--- src/rtl/reg_serial_reader.sv ---
// ============================================================================
// reg_serial_reader
//
// Bit-serial read-out port for the register bank. A parallel word is captured
// on a load handshake and then shifted out LSB first, one bit per accepted
// beat, under a valid/ready handshake on the serial side.
//
// Optional feature (compile-time macro REG_SERIAL_PARITY_EN):
//   defined   - an even-parity beat (XOR of the captured word) follows data
//               bit WIDTH-1; a word takes WIDTH+1 beats.
//   undefined - no parity logic; a word takes WIDTH beats.
//
// Parameters:
//   WIDTH       data bits per word (2..32)
//
// Ports:
//   clk         rising-edge clock
//   rst         asynchronous, active-high reset
//   load_valid  load_data is presented for capture
//   load_ready  block can accept a word (IDLE)
//   load_data   parallel word from the register bank
//   ser_out     current serial bit
//   ser_valid   ser_out holds a valid bit (SHIFT)
//   ser_ready   consumer accepts ser_out this cycle
//   ser_last    current beat is the final beat of the word
//   busy        a word is being shifted out
// ============================================================================
module reg_serial_reader #(
    parameter int WIDTH = 8
) (
    input  logic             clk,
    input  logic             rst,
    input  logic             load_valid,
    output logic             load_ready,
    input  logic [WIDTH-1:0] load_data,
    output logic             ser_out,
    output logic             ser_valid,
    input  logic             ser_ready,
    output logic             ser_last,
    output logic             busy
);

`ifdef REG_SERIAL_PARITY_EN
    localparam int BEATS = WIDTH + 1;
`else
    localparam int BEATS = WIDTH;
`endif
    // Sized so the count can reach BEATS after the final beat without wrapping.
    localparam int CW = $clog2(WIDTH + 2);

    typedef enum logic {
        IDLE  = 1'b0,
        SHIFT = 1'b1
    } state_t;

    state_t           state_reg;
    state_t           state_next;
    logic [WIDTH-1:0] shift_reg;
    logic [CW-1:0]    count_reg;
    logic             load_fire;
    logic             beat_fire;
    logic             last_beat;
    logic             data_bit;

    // Handshakes are decoded from registered state only, so no input ever
    // reaches an output combinationally.
    assign load_fire = load_valid && (state_reg == IDLE);
    assign beat_fire = ser_ready && (state_reg == SHIFT);
    assign last_beat = (count_reg == CW'(BEATS - 1));

`ifdef REG_SERIAL_PARITY_EN
    logic parity_reg;

    always_ff @(posedge clk or posedge rst) begin
        if (rst) begin
            parity_reg <= 1'b0;
        end else if (load_fire) begin
            parity_reg <= ^load_data;
        end
    end

    // Once all data bits have been sent the count sits at WIDTH, which is the
    // parity beat; the shift register is all zeros by then.
    assign data_bit = (count_reg == CW'(WIDTH)) ? parity_reg : shift_reg[0];
`else
    assign data_bit = shift_reg[0];
`endif

    // ------------------------------------------------------------------------
    // State register
    // ------------------------------------------------------------------------
    always_ff @(posedge clk or posedge rst) begin
        if (rst) begin
            state_reg <= IDLE;
        end else begin
            state_reg <= state_next;
        end
    end

    // ------------------------------------------------------------------------
    // Next-state logic
    // ------------------------------------------------------------------------
    always_comb begin
        state_next = state_reg;
        case (state_reg)
            IDLE: begin
                if (load_fire) begin
                    state_next = SHIFT;
                end
            end
            SHIFT: begin
                if (beat_fire && last_beat) begin
                    state_next = IDLE;
                end
            end
            default: state_next = IDLE;
        endcase
    end

    // ------------------------------------------------------------------------
    // Output decode
    // ------------------------------------------------------------------------
    always_comb begin
        load_ready = 1'b0;
        ser_valid  = 1'b0;
        busy       = 1'b0;
        ser_last   = 1'b0;
        ser_out    = 1'b0;
        case (state_reg)
            IDLE: begin
                load_ready = 1'b1;
            end
            SHIFT: begin
                ser_valid = 1'b1;
                busy      = 1'b1;
                ser_last  = last_beat;
                ser_out   = data_bit;
            end
            default: begin
                load_ready = 1'b0;
            end
        endcase
    end

    // ------------------------------------------------------------------------
    // Datapath: capture on load, shift right with zero fill on each beat.
    // Both hold on a stall, so nothing is lost or repeated.
    // ------------------------------------------------------------------------
    always_ff @(posedge clk or posedge rst) begin
        if (rst) begin
            shift_reg <= '0;
            count_reg <= '0;
        end else if (load_fire) begin
            shift_reg <= load_data;
            count_reg <= '0;
        end else if (beat_fire) begin
            shift_reg <= {1'b0, shift_reg[WIDTH-1:1]};
            count_reg <= count_reg + CW'(1);
        end
    end

endmodule
--- config.mk ---
export PLATFORM = sky130hd
export DESIGN_NAME = reg_serial_reader
export DESIGN_NICKNAME = d
export VERILOG_FILES = /design/src/rtl/reg_serial_reader.sv
export SDC_FILE = /design/constraint.sdc
export NUM_CORES = 1
export LEC_CHECK = 0
export CAP_MARGIN = 15
export CORE_AREA = 2 2 42 44
export DETAILED_ROUTE_END_ITERATION = 10
export DIE_AREA = 0 0 44 46
export PLACE_DENSITY = 0.73
export RECOVER_POWER = 50
export SYNTH_ARGS = -nofsm -noshare
export SYNTH_HDL_FRONTEND = slang
export SYNTH_SLANG_ARGS = --single-unit
export TNS_END_PERCENT = 1
--- constraint.sdc ---
create_clock -name clk -period 1.3 [get_ports clk]
set_input_delay 0.325 -clock clk [delete_from_list [all_inputs] [get_ports clk]]
set_output_delay 0.325 -clock clk [all_outputs]
set_load 0.01 [all_outputs]
* Word-level counts from Yosys, hierarchy flattened
Index checks and enable logic that the tools add are counted.
Operators by class: $add $sub $neg 1, shift-type cells 0, equality and inequality tests 1, $lt $le $gt $ge 0, bitwise gates (word level) 1, reductions and logical operators 4, muxes and demuxes 11, multipliers 0, divide/modulo/power cells 0
Operator list (count):
- two-way mux 8 bit | 2
- two-way mux 4 bit | 2
- two-way mux 1 bit | 6
- adder 4 x 1 -> 4 bit (second input constant) | 1
- == test 4 x 3 -> 1 bit (second input constant) | 1
- logical AND 1 bit | 3
- one-hot mux 1 bit (2 select lines) | 1
- nonzero test 2 bit | 1
- NOT 1 bit | 1
Word-level totals: bits in latches 0, register bits after elaboration 13, memory bits (read-only) 0, memories 0, memory bits (writable) 0

* Logic depth before layout (Yosys ltp)
word-level depth 4, gate-level depth with buffers 5

* Least setup slack after synthesis
Ideal clock, no wire load.
path kind register -> output, start point register state_reg, end point output port ser_last, stages on the path, launching flop included 4, slack 28 ps, required time 975 ps, buffers on the path 1, arrival time 947 ps, cell sequence dfrtp_1 > buf_4 > inv_2 > nor3_1
Between the ends: longest elaborated chain between the ends 1
RTL lines:
- from (decl) | line 56 | state_t state_reg;
- from (signal assigned) | line 96 | state_reg <= state_next;
- two-way mux 1 bit | line 129 | case (state_reg)
- to (decl) | line 39 | output logic ser_last,
Every way passes these cells.

* Worst setup path in the final report
start point register count_reg[0], end point output port ser_last
Between the ends: longest elaborated chain between the ends 2
RTL lines:
- from (decl) | line 59 | logic [CW-1:0] count_reg;
- from (signal assigned) | line 158 | count_reg <= count_reg + CW'(1);
- == test 4 x 3 -> 1 bit | line 69 | assign last_beat = (count_reg == CW'(BEATS - 1));
- two-way mux 1 bit | line 129
Every way passes these cells.

==> flow_summary.json <==
{
  "grt_setup_unrepaired": "true",
  "final_hold_viol_count": 0,
  "drt_iter0_drc": 11,
  "drv_slew": 0,
  "finalHoldWorstSlack_ps": 481.9,
  "ant_nets": 0,
  "die_w_um": 44,
  "overflow": 0,
  "fmax_ghz": 0.6895,
  "fin_skew_ps": 4.006,
  "drive_above_1_share_pct": 29.59,
  "clock-sinks": 13,
  "place.gp.congestion": 0.7491,
  "yosys_warnings": 0,
  "track_usage_pct": 14.90,
  "fin_tns_setup_ps": -301.5,
  "regToRegSetupSlack_ps": 40,
  "synthCells": 69,
  "areaGrowthSynthToFinish_pct": 38.65,
  "die-height_um": 46,
  "leakage_nw": 0.4686,
  "grt_pass1_wl_um": 2249,
  "cts.clk_slew.worst_paths_ps": 70,
  "p_switching_mw": 0.4609,
  "syn-num-nets": 82,
  "p_comb_share_pct": 41.7,
  "worstSetupPathType": "reg2out",
  "slew_headroom_pct": 52.78,
  "setup_violations": 3,
  "ys_async_sr_fraction_pct": 100.0,
  "violations": "setup timing",
  "final.min_clock_period_ps": 1450,
  "fin_util_pct": 60.62,
  "cp_max_fo": 2,
  "postCtsHoldBufs": 0,
  "avgViaCountPerCell": 5.122,
  "antenna_found_initial": 0,
  "crit_path_start_kind": "flip-flop",
  "io_pins": 17,
  "status": "finished with violations",
  "cts_buffer_depth": 2,
  "synth_top_area_share_pct": 46.10,
  "power_frac_seq_pct": 42.1,
  "diodes": 0,
  "cap_violations": 0,
  "avgSynthCellArea_um2": 10.23,
  "cts_tree": "done",
  "crit_required_ps": 980,
  "ys_seq_area_share_pct": 46.10,
  "cp.arrival_ps": 1130,
  "grt_pass1_vias": 553,
  "swShare_pct": 31.30,
  "hp-class": "reg2reg",
  "cts_root_buf": "clkbuf_4",
  "htree_levels": 1,
  "worst_pin_slew_ps": 708.3,
  "synth.most_common_cell": "dfrtp_1",
  "io_buffers": 16,
  "vias": 589,
  "ys.flop_type": "dfrtp_1",
  "synth_edf_count": 0,
  "finalWorstSetupSlack_ps": -150.3,
  "synth_area_um2": 705.7,
  "cts_inserted_buffers": 3,
  "power_density_nw_per_um2": 1505,
  "drtPass1Iterations": 4,
  "clk_latency_ps": 270,
  "die_area_um2": 2024,
  "rows": 15,
  "hpwlAfterDp_um": 1002,
  "wl_um": 1351,
  "yosysTopAreaCell": "dfrtp_1",
  "drcViolationCount": 0,
  "grt_max_degree": 15,
  "largest_register_ffs": 8,
  "synth.area.top_cells": "dfrtp_1, mux2i_1, nand2_1, a211oi_1, a21oi_1",
  "initial_core_util_pct": 43.72,
  "nets": 112,
  "p_clk_share_pct": 16.1,
  "ys_types": 27,
  "post-route-period-util_pct": 111.6,
  "post_drt_wl_per_cell_um": 11.75,
  "p_total_mw": 1.473,
  "synth_commonest_cells": "dfrtp_1, nand2_1, a21oi_1, mux2i_1",
  "setup.worst_path.end_class": "primary output",
  "ir_drop_uv": 712.9,
  "core_area_um2": 1614,
  "internal_power_mw": 1.012,
  "ys_ff_latch": 13
}
-- power groups by stage --
stage,Clock [mW],Combinational [mW],Sequential (mW)
3_5_place_dp,0,0.590,0.624
4_1_cts,0.254,0.610,0.618
5_1_grt,0.277,0.685,0.636
3_3_place_gp,0,0.579,0.618
6_report,0.237,0.615,0.621
2_1_floorplan,0,0.342,0.620
-- stage by stage --
stage          cell area, um^2  worst slack [ps]  instances
5_1_grt                  978.4            -230.7        115
3_3_place_gp             929.6            -275.3        108
6_report                 978.4            -150.3        115
3_5_place_dp             929.6            -320.9        108
4_1_cts                  973.4            -161.5        115
2_1_floorplan            705.7             27.60         69
-- logic make-up after synthesis --
| logic type | Yosys count | synth area share [%] |
|---|---|---|
| AO/OA/AOI/OAI | 18 | 16.49 |
| XOR/XNOR | 1 | 1.241 |
| adder cells (fa/ha/maj) | 1 | 1.773 |
| buffers and inverters | 8 | 7.800 |
| flip-flops | 13 | 46.10 |
| multiplexers | 7 | 11.88 |
| AND/OR/NAND/NOR | 21 | 14.72 |
-- layout by cell type (no fill, tap or decap), drive strengths merged --
master / count
dfrtp: 13
a22o: 1
inv: 2
and2b: 1
a32oi: 1
nand2: 10
buf: 19
mux2i: 6
a211oi: 4
a22oi: 2
o22ai: 1
a21boi: 1
o21ai: 3
clkbuf: 5
clkdlybuf4s50: 10
mux2: 1
nand4: 1
xor2: 1
nor2: 2
and2: 2
ha: 1
nor3: 1
nor2b: 4
a21oi: 5
dlygate4sd3: 1
-- layer usage --
layer	routed length, um	track usage (%)
met1	637	20.84
met2	659	24.12
met3	54	1.190
met4	0	5.455
met5	0	0
-- final cells by class --
type	instances	area [um^2]
Tap cell	17	21.27
Timing Repair Buffer	31	262.8
Fill cell	144	635.6
Sequential cell	13	325.3
Multi-Input combinational cell	48	335.3
Inverter	2	7.507
Clock buffer	4	26.28
-- worst max-delay path, cell delays in order, from the launching register on --
cell	delay [ps]
dfrtp_1	360
ha_2	200
nand2_2	70
nor3_2	90
buf_2	140
-- worst paths after layout --
kind | start | end | cells past startpoint
worst max-delay path | count_reg[0] | ser_last | 4
worst min-delay path | shift_reg[5] | shift_reg[5] | 2
worst max register to register | state_reg | count_reg[0] | 4
worst min register to register | shift_reg[5] | shift_reg[5] | 2
max in group asynchronous | rst | state_reg | 3
min in group asynchronous | rst | shift_reg[4] | 3
-- what timing repair did --
item                                    in CTS  in global routing
pin swaps                                    1                  1
endpoints found under the setup margin      10                  8
setup buffers                                3                  0
gates resized for setup                     25                  2
Power figures use the tool's default switching activity.
==> patch 1, RTL diff (same flow settings) <==
Change the parameter `WIDTH` from 8 to 4.
--- a/src/rtl/reg_serial_reader.sv
+++ b/src/rtl/reg_serial_reader.sv
@@ -26,7 +26,7 @@
 //   busy        a word is being shifted out
 // ============================================================================
 module reg_serial_reader #(
-    parameter int WIDTH = 8
+    parameter int WIDTH = 4
 ) (
     input  logic             clk,
     input  logic             rst,
Ports: changed (resized load_data); port bits go from 17 to 13. No check against the original RTL was run, so the function may have changed too.
==> patch 1 against the original RTL <==
The flow still finishes with violations (negative setup slack). Area after synthesis fell by 39%. Global-route usage fell by 3.2 points. Synthesized cell count fell by 46%. Design area fell by 32%. Critical path depth did not move. Sequential power fell by 32%. Via count fell by 39%. Total power fell by 11%. Sequential cell count fell by 5. Clock skew fell by 0.0032 ns. Worst setup slack got worse by 0.11 ns. Wire length fell by 30%. Critical path type unchanged. Critical endpoint unchanged. Largest cell class unchanged.
==> patch 1: results (changes against the original RTL) <==
status=finished, violations left; failing checks=negative setup slack; crit-path max FO=2 (unchanged); first-pass GRT wire length=1590 µm (-29%); M2 GR Usage=0.191 (-0.0500); CTS max path bufs=2 (unchanged); maximum VDD drop=0.855 mV (+20%); Final setup violation count=4 (+1); Leak=0.348 nW (-26%); DRC=0 (unchanged); drt total wl=946 µm (-30%); Slowest cell on crit path=dfrtp_1; GRT Overall Usage=0.117 (-0.0318); I/O Buffers=12 (-4); reg-to-reg slack, setup=-0.06 ns (-0.10 ns); sequential area share after synthesis=0.465 (+0.00412); Critical Path Sink=ser_last; Final Worst Setup Slack=-0.259 ns (-0.109 ns); pre-CTS setup slack=-0.393 ns (-0.0723 ns); Fin Clk Skew=0.000802 ns (-0.00320 ns); max reg flops=4 (-4); H-tree depth=1 (unchanged); CP max stage delay=0.38 ns (+0.02 ns); TritonCTS buffer count=3 (unchanged); clock tree root driver cell=clkbuf_4; 1st-iter DRT viols=5 (-6); largest net degree at the start of global routing=9 (-6); GR met1 Demand/Resource=0.131 (-0.0774); FILL cells=164 (+14%); Post-synth top cells=dfrtp_1, mux2i_1, inv_1; WP data arrival=1.23 ns (+0.10 ns); M3 GR Usage=0.0397 (+0.0278); syn_nets=47 (-43%); Final GP Congestion=0.742 (-0.99%); half-perimeter wire length after placement=716 µm (-29%); Hold WC Path Type=in2async; Netlist cell types=20 (-26%); share of post-route cells with drive strength above 1=0.417 (+0.121); Detailed Routing Iterations Pass 1=4 (unchanged); vias in the first global route=364 (-34%); ys async rst share=1.00 (unchanged); CP startpoint=count_reg[0]; Slew Limit Headroom=0.795 (+0.267); initial antenna violation count=0 (unchanged); # diodes=0 (unchanged); Reg clk slew, reported paths=0.05 ns (-0.02 ns); Synth area leaders=dfrtp_1, mux2i_1, ha_1; Worst path depth=4 (unchanged); routed vias/inst=4.64 (-9.5%); worst-skew pair later-pin latency=0.25 ns (-0.02 ns); Critical R2R Capture=shift_reg[1]; reg2reg start=state_reg; # nets final=72 (-36%)
patch 1: stage by stage:
| step | instances | cell area (µm²) | TNS [ns] | power [mW] |
|---|---|---|---|---|
| after floorplan | 37 | 430 | 0 | 0.752 |
| after global placement | 72 | 616 | -1.66 | 1.04 |
| after detailed placement | 72 | 616 | -1.77 | 1.07 |
| after CTS | 77 | 656 | -0.311 | 1.32 |
| after global routing | 77 | 664 | -0.558 | 1.43 |
| final | 77 | 664 | -0.323 | 1.31 |
patch 1: per-layer routing:
layer / vias to the layer above / wire, µm / part of all wire
li1: 177 / - / -
met1: 164 / 398 / 0.42
met2: 14 / 467 / 0.49
met3: 2 / 75 / 0.079
met4: 0 / 5 / 0.0053
met5: - / 0 / 0
patch 1: what timing repair did:
action,4_1_cts,5_1_grt
setup buffers,2,0
pin swaps,6,2
gates resized for setup,26,1
endpoints found under the setup margin,5,8
patch 1: worst min-delay path by stage:
stage               cells past startpoint  slack (ns)           end
finish                                  2        0.45  count_reg[2]
global route                            2        0.48  count_reg[0]
CTS                                     2        0.32  count_reg[2]
detailed placement                      1        0.48  count_reg[2]
global placement                        1        0.46  shift_reg[0]
floorplan                               1        0.14  count_reg[0]
patch 1: cell families (layout without fill, tap and decap cells):
logic type,Yosys count,count (layout),share of synthesized area
compound gates,7,7,0.142
xor+xnor,1,1,0.0204
fa+ha+maj,2,2,0.0581
buf+inv,6,29,0.0814
flops,8,8,0.465
mux,5,5,0.116
simple gates,8,8,0.116
patch 1: layout make-up:
type                            instances  share of cell area
Multi-Input combinational cell         23               0.339
Sequential cell                         8               0.301
Timing Repair Buffer                   23               0.277
Clock buffer                            3              0.0339
Tap cell                               17              0.0320
Inverter                                3              0.0169
patch 1: where the power goes:
group | internal [mW] | total [mW] | leakage (nW) | switching, mW
sequential | 0.357 | 0.421 | 0.100 | 0.0642
clock | 0.106 | 0.191 | 0.0138 | 0.0857
combinational | 0.419 | 0.701 | 0.234 | 0.281
total | 0.882 | 1.31 | 0.348 | 0.431
==> patch 2, RTL diff (same settings) <==
Made on the original files. Add a define of `REG_SERIAL_PARITY_EN`.
--- a/src/rtl/reg_serial_reader.sv
+++ b/src/rtl/reg_serial_reader.sv
@@ -25,6 +25,8 @@
 //   ser_last    current beat is the final beat of the word
 //   busy        a word is being shifted out
 // ============================================================================
+`define REG_SERIAL_PARITY_EN
+
 module reg_serial_reader #(
     parameter int WIDTH = 8
 ) (
Check against the original RTL: not equivalent (a bounded check fails within 10 cycles, from zero or initial values and one cycle with rst high).
==> patch 2 against the original RTL <==
Area after synthesis increased by 6.0%. Critical path type unchanged. Critical endpoint is now ser_out. Total power increased by 38%. Wire length is 34% higher. Sequential cell count rose by 1. Worst hold slack improved by 0.043 ns. Combinational power up 59%. Largest power group is now combinational logic. The flow still finishes with violations (negative setup slack). Design area rose by 20%. Worst setup slack got worse by 0.21 ns. First-iteration DRC count fell by 64%.
==> patch 2: results (changes against the original RTL) <==
Clock-cell share=0.0309 (+0.00400); placed insts=128 (+19%); first-pass GRT wire length=3020 µm (+34%); Fin Clk Skew=0.00160 ns (-0.00241 ns); share of post-route cells with drive strength above 1=0.347 (+0.0512); Synth area leaders=dfrtp_1, xnor2_1, nor2_1; Leak=0.534 nW (+14%); PD cells=1730 mW/mm² (+15%); Reg clk slew, reported paths=0.09 ns (+0.02 ns); post-synthesis register bit count=14 (+1); crit-path max FO=3 (+1); # nets final=136 (+21%); multi-input gates=59 (+23%); Final Worst Setup Slack=-0.362 ns (-0.212 ns); top layer in use=met4; compound-cell area share of the yosys netlist=0.142 (-0.0228); sequential cell area share=0.298 (-0.0346); routed vias/inst=5.11 (-0.25%); Synth Area in Adders=0.0334 (+0.0157); status=finished, violations left; FILL cells=118 (-18%); Netlist cell types=21 (-22%); multiplexer area fraction after synthesis=0.0535 (-0.0653); maximum VDD drop=1.33 mV (+86%); XOR/XNOR Fraction of Synth Area=0.105 (+0.0929); non-clock buffer count=39 (+26%); met2 wire len=960 µm (+46%); syn_nets=95 (+16%); Sequential Power=0.744 mW (+20%); P_int=1.33 mW (+31%); Final GP Congestion=0.700 (-6.5%); combinational share of power=0.480 (+0.063); Slew @ Worst Pin=0.793 ns (+0.0844 ns); GRT Overall Usage=0.206 (+0.0572); Placed Area=0.00106 mm² (+14%); failing checks=negative setup slack; Final setup violation count=4 (+1); sequential area share after synthesis=0.468 (+0.00723); post-cts gate resize count=31 (+24%); M3 GR Usage=0.0238 (+0.0119); CP max stage delay=0.40 ns (+0.04 ns); half-perimeter wire length after placement=1290 µm (+29%); M2 GR Usage=0.374 (+0.132)
[patch 2: cell count changes in the layout (fill, tap and decap cells not counted), sizes merged, moves of 3 or more]
cell,before,now
buf,19,27
inv,2,5
nor2,2,12
nor2b,4,0
o21ai,3,6
o22ai,1,5
xnor2,0,7
[patch 2: path summary, 6_finish.rpt]
kind,startpoint,end,slack [ns],cells after the start
min reg2reg,parity_reg,parity_reg,0.52,2
max reg2reg,count_reg[0],count_reg[2],-0.04,7
min,parity_reg,parity_reg,0.52,2
min in group asynchronous,rst,count_reg[3],0.55,3
max,count_reg[0],ser_out,-0.36,7
max in group asynchronous,rst,count_reg[0],0.26,3
[patch 2: logic make-up (layout without fill, tap and decap cells)]
logic type / Yosys count / after routing
adders and majority gates: 2 / 2
muxes: 4 / 4
and+or+nand+nor: 26 / 26
AOI/OAI and AO/OA: 18 / 18
DFF: 14 / 14
buffers and inverters: 8 / 48
xor gates and xnor gates: 9 / 9
